--- src/rtl/flt_par_loader.sv ---
// Parameter-memory load sequencer: takes a load command, pulls words over a valid/ready stream,
// and issues one sequential write per word into the FLT parameter memory. It then verifies an XOR checksum.
module flt_par_loader #(
  parameter int ADDR_WIDTH = 5,
  parameter int MEM_WIDTH  = 32
) (
  input  logic                  Clk_CI,
  input  logic                  Rst_RI,
  input  logic                  Start_SI,
  input  logic [ADDR_WIDTH-1:0] StartAddr_DI,
  input  logic [ADDR_WIDTH:0]   Count_DI,
  input  logic [MEM_WIDTH-1:0]  ExpSum_DI,
  input  logic                  Abort_SI,
  input  logic                  WordVld_SI,
  input  logic [MEM_WIDTH-1:0]  Word_DI,
  output logic                  WordRdy_SO,
  output logic                  WrEn_SO,
  output logic [ADDR_WIDTH-1:0] Addr_DO,
  output logic [MEM_WIDTH-1:0]  PAR_Out_DO,
  output logic                  Busy_SO,
  output logic                  Done_SO,
  output logic [1:0]            ErrCode_DO
);

  localparam int unsigned DEPTH = 2 ** ADDR_WIDTH;

  typedef enum logic [1:0] {
    S_IDLE,
    S_LOAD,
    S_CHECK,
    S_DONE
  } state_e;

  typedef enum logic [1:0] {
    ERR_OK      = 2'b00,
    ERR_RANGE   = 2'b01,
    ERR_CHKSUM  = 2'b10,
    ERR_ABORTED = 2'b11
  } err_e;

  state_e                state_q;
  logic                  rdy_q;
  logic                  busy_q;
  logic                  done_q;
  err_e                  err_q;
  logic                  wr_en_q;
  logic [ADDR_WIDTH-1:0] addr_out_q;
  logic [MEM_WIDTH-1:0]  par_q;
  logic [ADDR_WIDTH-1:0] addr_q;
  logic [ADDR_WIDTH:0]   remaining_q;
  logic [MEM_WIDTH-1:0]  sum_q;
  logic [MEM_WIDTH-1:0]  exp_q;

  // One extra bit so StartAddr+Count can reach past the top of memory without overflowing.
  logic [ADDR_WIDTH+1:0] end_addr;
  logic                  range_bad;
  logic                  xfer;

  assign end_addr  = {2'b00, StartAddr_DI} + {1'b0, Count_DI};
  assign range_bad = (Count_DI == '0) || (end_addr > (ADDR_WIDTH+2)'(DEPTH));
  assign xfer      = WordVld_SI & rdy_q;

  // NOTE: all state uses non-blocking assignments so every branch sees the pre-edge values.
  always_ff @(posedge Clk_CI) begin
    if (Rst_RI) begin
      state_q     <= S_IDLE;
      rdy_q       <= 1'b0;
      busy_q      <= 1'b0;
      done_q      <= 1'b0;
      err_q       <= ERR_OK;
      wr_en_q     <= 1'b0;
      addr_out_q  <= '0;
      par_q       <= '0;
      addr_q      <= '0;
      remaining_q <= '0;
      sum_q       <= '0;
      exp_q       <= '0;
    end else begin
      wr_en_q <= 1'b0;
      done_q  <= 1'b0;
      case (state_q)
        S_IDLE: begin
          if (Start_SI) begin
            if (range_bad) begin
              err_q   <= ERR_RANGE;
              done_q  <= 1'b1;
              state_q <= S_DONE;
            end else begin
              addr_q      <= StartAddr_DI;
              remaining_q <= Count_DI;
              exp_q       <= ExpSum_DI;
              sum_q       <= '0;
              err_q       <= ERR_OK;
              rdy_q       <= 1'b1;
              busy_q      <= 1'b1;
              state_q     <= S_LOAD;
            end
          end
        end
        S_LOAD: begin
          // Abort wins over a same-cycle transfer: the word is consumed but never written.
          if (Abort_SI) begin
            err_q   <= ERR_ABORTED;
            rdy_q   <= 1'b0;
            busy_q  <= 1'b0;
            done_q  <= 1'b1;
            state_q <= S_DONE;
          end else if (xfer) begin
            wr_en_q     <= 1'b1;
            addr_out_q  <= addr_q;
            par_q       <= Word_DI;
            addr_q      <= addr_q + ADDR_WIDTH'(1);
            remaining_q <= remaining_q - (ADDR_WIDTH+1)'(1);
            sum_q       <= sum_q ^ Word_DI;
            if (remaining_q == (ADDR_WIDTH+1)'(1)) begin
              rdy_q   <= 1'b0;
              state_q <= S_CHECK;
            end
          end
        end
        S_CHECK: begin
          err_q   <= (sum_q == exp_q) ? ERR_OK : ERR_CHKSUM;
          busy_q  <= 1'b0;
          done_q  <= 1'b1;
          state_q <= S_DONE;
        end
        S_DONE: begin
          state_q <= S_IDLE;
        end
        default: begin
          state_q <= S_IDLE;
        end
      endcase
    end
  end

  assign WordRdy_SO = rdy_q;
  assign WrEn_SO    = wr_en_q;
  assign Addr_DO    = addr_out_q;
  assign PAR_Out_DO = par_q;
  assign Busy_SO    = busy_q;
  assign Done_SO    = done_q;
  assign ErrCode_DO = err_q;

endmodule
--- config.mk ---
export PLATFORM = sky130hd
export DESIGN_NAME = flt_par_loader
export DESIGN_NICKNAME = d
export VERILOG_FILES = /design/src/rtl/flt_par_loader.sv
export SDC_FILE = /design/constraint.sdc
export NUM_CORES = 1
export LEC_CHECK = 0
export BUFFER_PORTS_ARGS = -buffer_cell sky130_fd_sc_hd__buf_2
export CAP_MARGIN = 20
export CORE_MARGIN = 4
export CORE_UTILIZATION = 43
export CTS_CLUSTER_SIZE = 28
export DETAILED_ROUTE_END_ITERATION = 6
export PLACE_DENSITY_LB_ADDON = 0.2
export SYNTH_ARGS = -nofsm -noshare
export SYNTH_HDL_FRONTEND = slang
export SYNTH_SLANG_ARGS = --single-unit
--- constraint.sdc ---
create_clock -name Clk_CI -period 2.9 [get_ports Clk_CI]
set_input_delay 0.29 -clock Clk_CI [delete_from_list [all_inputs] [get_ports Clk_CI]]
set_output_delay 0.29 -clock Clk_CI [all_outputs]
set_load 0.02 [all_outputs]
==> metrics.yaml <==
synthesis:
  number_of_warnings_printed_during_yosys_synthesis: 0
  fraction_of_post_synthesis_cell_area_in_the_top_cell_type_by_area_pct: 42.5
  avgSynthCellArea_um2: 8.59
  synth.area.top_cells: "sky130_fd_sc_hd__dfxtp_1, sky130_fd_sc_hd__a21oi_1, sky130_fd_sc_hd__nand2b_1"
  total_standard_cell_area_after_synthesis_mm2: 0.00565
  syn-instance-count: 658
  synth_seq_area_share_pct: 42.5
  synth_seq_cells: 120
  postSynthNetCount: 751
  synth_largest_area_cell: "sky130_fd_sc_hd__dfxtp_1"
  postSynth.topFlopCell: "sky130_fd_sc_hd__dfxtp_1"
  synth-edff-count: 0
  postSynth.asyncResetShare_pct: 0
  synth.lib_cells_used.distinct: 50
setup_path:
  worstPathArrival_ps: 2920
  crit_path_class: "in2reg"
  cp_max_fo: 32
  crit_buf_inv: 3
  cp-end-kind: "register"
  crit_slowest_cell: "sky130_fd_sc_hd__or4b_1"
  worst_r2r_start: "state_q[1]"
  worstSetupStartpoint: "StartAddr_DI[0]"
  cp-start-kind: "input pin"
  critical_path.cell_chain: "buf_2 > ha_1 > inv_1 > fa_1 > nand2b_1 > a21oi_2 > xnor2_1 > o41ai_4 > a21boi_2 > or4b_1 > buf_12 > o32ai_1"
  cp_slowest_stage_delay_ps: 530
  crit_family: "compound AO/OA/AOI/OAI gates"
  critPathRequiredTime_ps: 3210
floorplan:
  die_area_mm2: 0.0150
  die_width_um: 123
  initial_utilization_pct: 44.4
  rows: 41
  die_h_um: 123
  core-area_mm2: 0.0127
  design.portCount: 123
finish:
  final.fill_count: 1226
  final_area_mm2: 0.00712
  nNetsFinal: 871
  final_layout_size_suffix_gt1_share_pct: 23.0
  n_diodes: 0
  layout-area-overhead-vs-synth_pct: 26.0
  utilization_pct: 56.0
sta:
  hold_violation_count_in_the_final_report: 0
  layout_min_cycle_time_ps: 2620
  timing_worst_slew_pin_value_ps: 561
  finalSetupViolCount: 0
  grt_setup_unrepaired: "false"
  timing.max_slew.rel_slack_pct: 62.6
  drv_slew: 0
  finalCritPeriodShare_pct: 90.3
  worst_hold_slack_ps: 107
  fmaxAchievable_mhz: 382
  finalClockSkew_ps: 8.97
min_path:
  hold_start: "ExpSum_DI[22]"
  hold_path_class: "in2reg"
clocking:
  clock-root-buffer: "sky130_fd_sc_hd__clkbuf_16"
  cts-hold-fix-buffers: 0
  clock_tree_from_tritoncts: "yes"
  worst_skew_pair.late_latency_ps: 410
  cts-htree-levels: 4
  worst_setup_hold_path_clk_slew_ps: 60
  clock_tree.buffer_depth: 2
  cts.repair.resized: 0
  clock-sinks: 120
  clock_buffer_count_from_cts: 17
  postCtsSetupRepairBufs: 0
placed_design:
  io_buffer_count: 122
  detailed_placer_s_ending_hpwl_um: 10500
  place_congestion: 0.852
  postPlaceCellArea_mm2: 0.00653
global_route:
  grt_pass1_wl_um: 23600
  grt_start_max_net_pins: 51
  grt_antenna_before_repair: 0
  number_of_global_route_vias_before_repair: 4920
  overflow: 0
  grt.total_usage_pct: 20.0
routing:
  remaining_drc_errors: 0
  postRouteAntennaNets: 0
  dr_total_vias: 4992
  vias_per_cell: 5.18
  avgRoutedWirePerCell_um: 15.5
  dr.pass1.iters: 5
  drt_first_iter_violations: 203
  route.final.wire_length_um: 14900
status:
  status: "finished clean"
run:
  cap_viol_max_count: 0
power_and_ir_drop:
  ir_drop_mv: 0.351
  cellLeakagePower_nw: 3.28
  power_density_mw_per_mm2: 778
cell families (layout without fill, tap and decap cells):
kind of cell             after synthesis  in the layout  synth area share (%)
AO/OA/AOI/OAI                        156            156                  18.1
XOR/XNOR                              36             36                  5.58
adder cells (fa/ha/maj)               13             13                  3.01
buffers and inverters                 54            187                  3.83
flip-flops                           120            120                  42.5
multiplexers                          35             35                  6.20
AND/OR/NAND/NOR                      244            244                  20.8
Yosys cell counts, drive strengths merged, types with 3 or more instances:
| cell | count |
|---|---|
| o32ai | 4 |
| a211oi | 4 |
| nand3 | 5 |
| o2bb2ai | 31 |
| nor2 | 48 |
| clkbuf | 31 |
| buf | 9 |
| o21ai | 11 |
| ha | 12 |
| mux2i | 35 |
| a221oi | 4 |
| nand2b | 66 |
| nand2 | 92 |
| nand4 | 3 |
| dfxtp | 120 |
| nor3 | 6 |
| xor2 | 34 |
| nor4 | 8 |
| nor2b | 3 |
| inv | 13 |
| o31ai | 4 |
| a21oi | 85 |
layout make-up:
type / count / area [um2] / share of cell area, %
tap: 172 / 215 / 3.02
clock buffer: 20 / 467 / 6.55
multi-input combinational: 484 / 3060 / 42.9
inverter: 14 / 52.6 / 0.738
sequential: 120 / 2400 / 33.7
clock inverter: 12 / 124 / 1.74
timing repair buffer: 141 / 806 / 11.3
power by group:
group / total (mW) / switching, mW / internal (mW)
sequential: 1.99 / 0.150 / 1.84
combinational: 1.48 / 0.853 / 0.623
clock: 2.08 / 0.754 / 1.33
total: 5.54 / 1.76 / 3.78
through the flow:
stage	worst slack, ps	setup TNS, ps	power (mW)	std cells
final	281	0	5.54	963
after floorplan	104	0	3.01	658
after CTS	279	0	5.58	963
after global routing	104	0	5.82	963
after global placement	-12.0	-23.1	3.44	931
after detailed placement	-61.5	-158	3.49	931
routing by layer:
metal | vias to the layer above | track usage [%] | share of wire [%]
met5 | - | 0 | 0
met3 | 29 | 4.52 | 5.5
met2 | 158 | 32.7 | 47
met1 | 2294 | 25.1 | 45
li1 | 2511 | - | -
met4 | 0 | 9.38 | 2.4
placed cells by master, fill, tap and decap left out, drive strengths merged, types with 5 or more instances in the layout:
cell / netlist / final
clkinv: 1 / 6
o21ai: 11 / 11
dfxtp: 120 / 120
nand2b: 66 / 66
nand2: 92 / 92
a21oi: 85 / 85
xor2: 34 / 34
nor3: 6 / 6
inv: 13 / 14
ha: 12 / 12
mux2i: 35 / 35
o2bb2ai: 31 / 31
nor2: 48 / 48
nand3: 5 / 5
buf: 9 / 141
nor4: 8 / 8
clkbuf: 31 / 20
path summary, 6_finish.rpt:
kind / end / slack, ps / cells past startpoint
max: sum_q[29] / 280 / 12
min: exp_q[22] / 110 / 3
max reg2reg: addr_q[0] / 470 / 9
min reg2reg: PAR_Out_DO[16] / 450 / 2
flip-flops by register name (all words and copies together) (netlist names), 2 cells and up:
register     cells
Addr_DO          5
remaining_q      6
sum_q           32
addr_q           5
state_q          2
PAR_Out_DO      32
exp_q           32
ErrCode_DO       2
worst reg2reg max path: stages (launching register included):
cell                       delay, ps
sky130_fd_sc_hd__dfxtp_1         340
sky130_fd_sc_hd__inv_1            90
sky130_fd_sc_hd__ha_2            180
sky130_fd_sc_hd__clkinv_1         70
sky130_fd_sc_hd__nor2_1          220
sky130_fd_sc_hd__nand3_2         450
sky130_fd_sc_hd__o22ai_4         460
sky130_fd_sc_hd__buf_4           220
sky130_fd_sc_hd__a21oi_1          70
sky130_fd_sc_hd__a311oi_1        240
(Power assumes the default switching activity.)
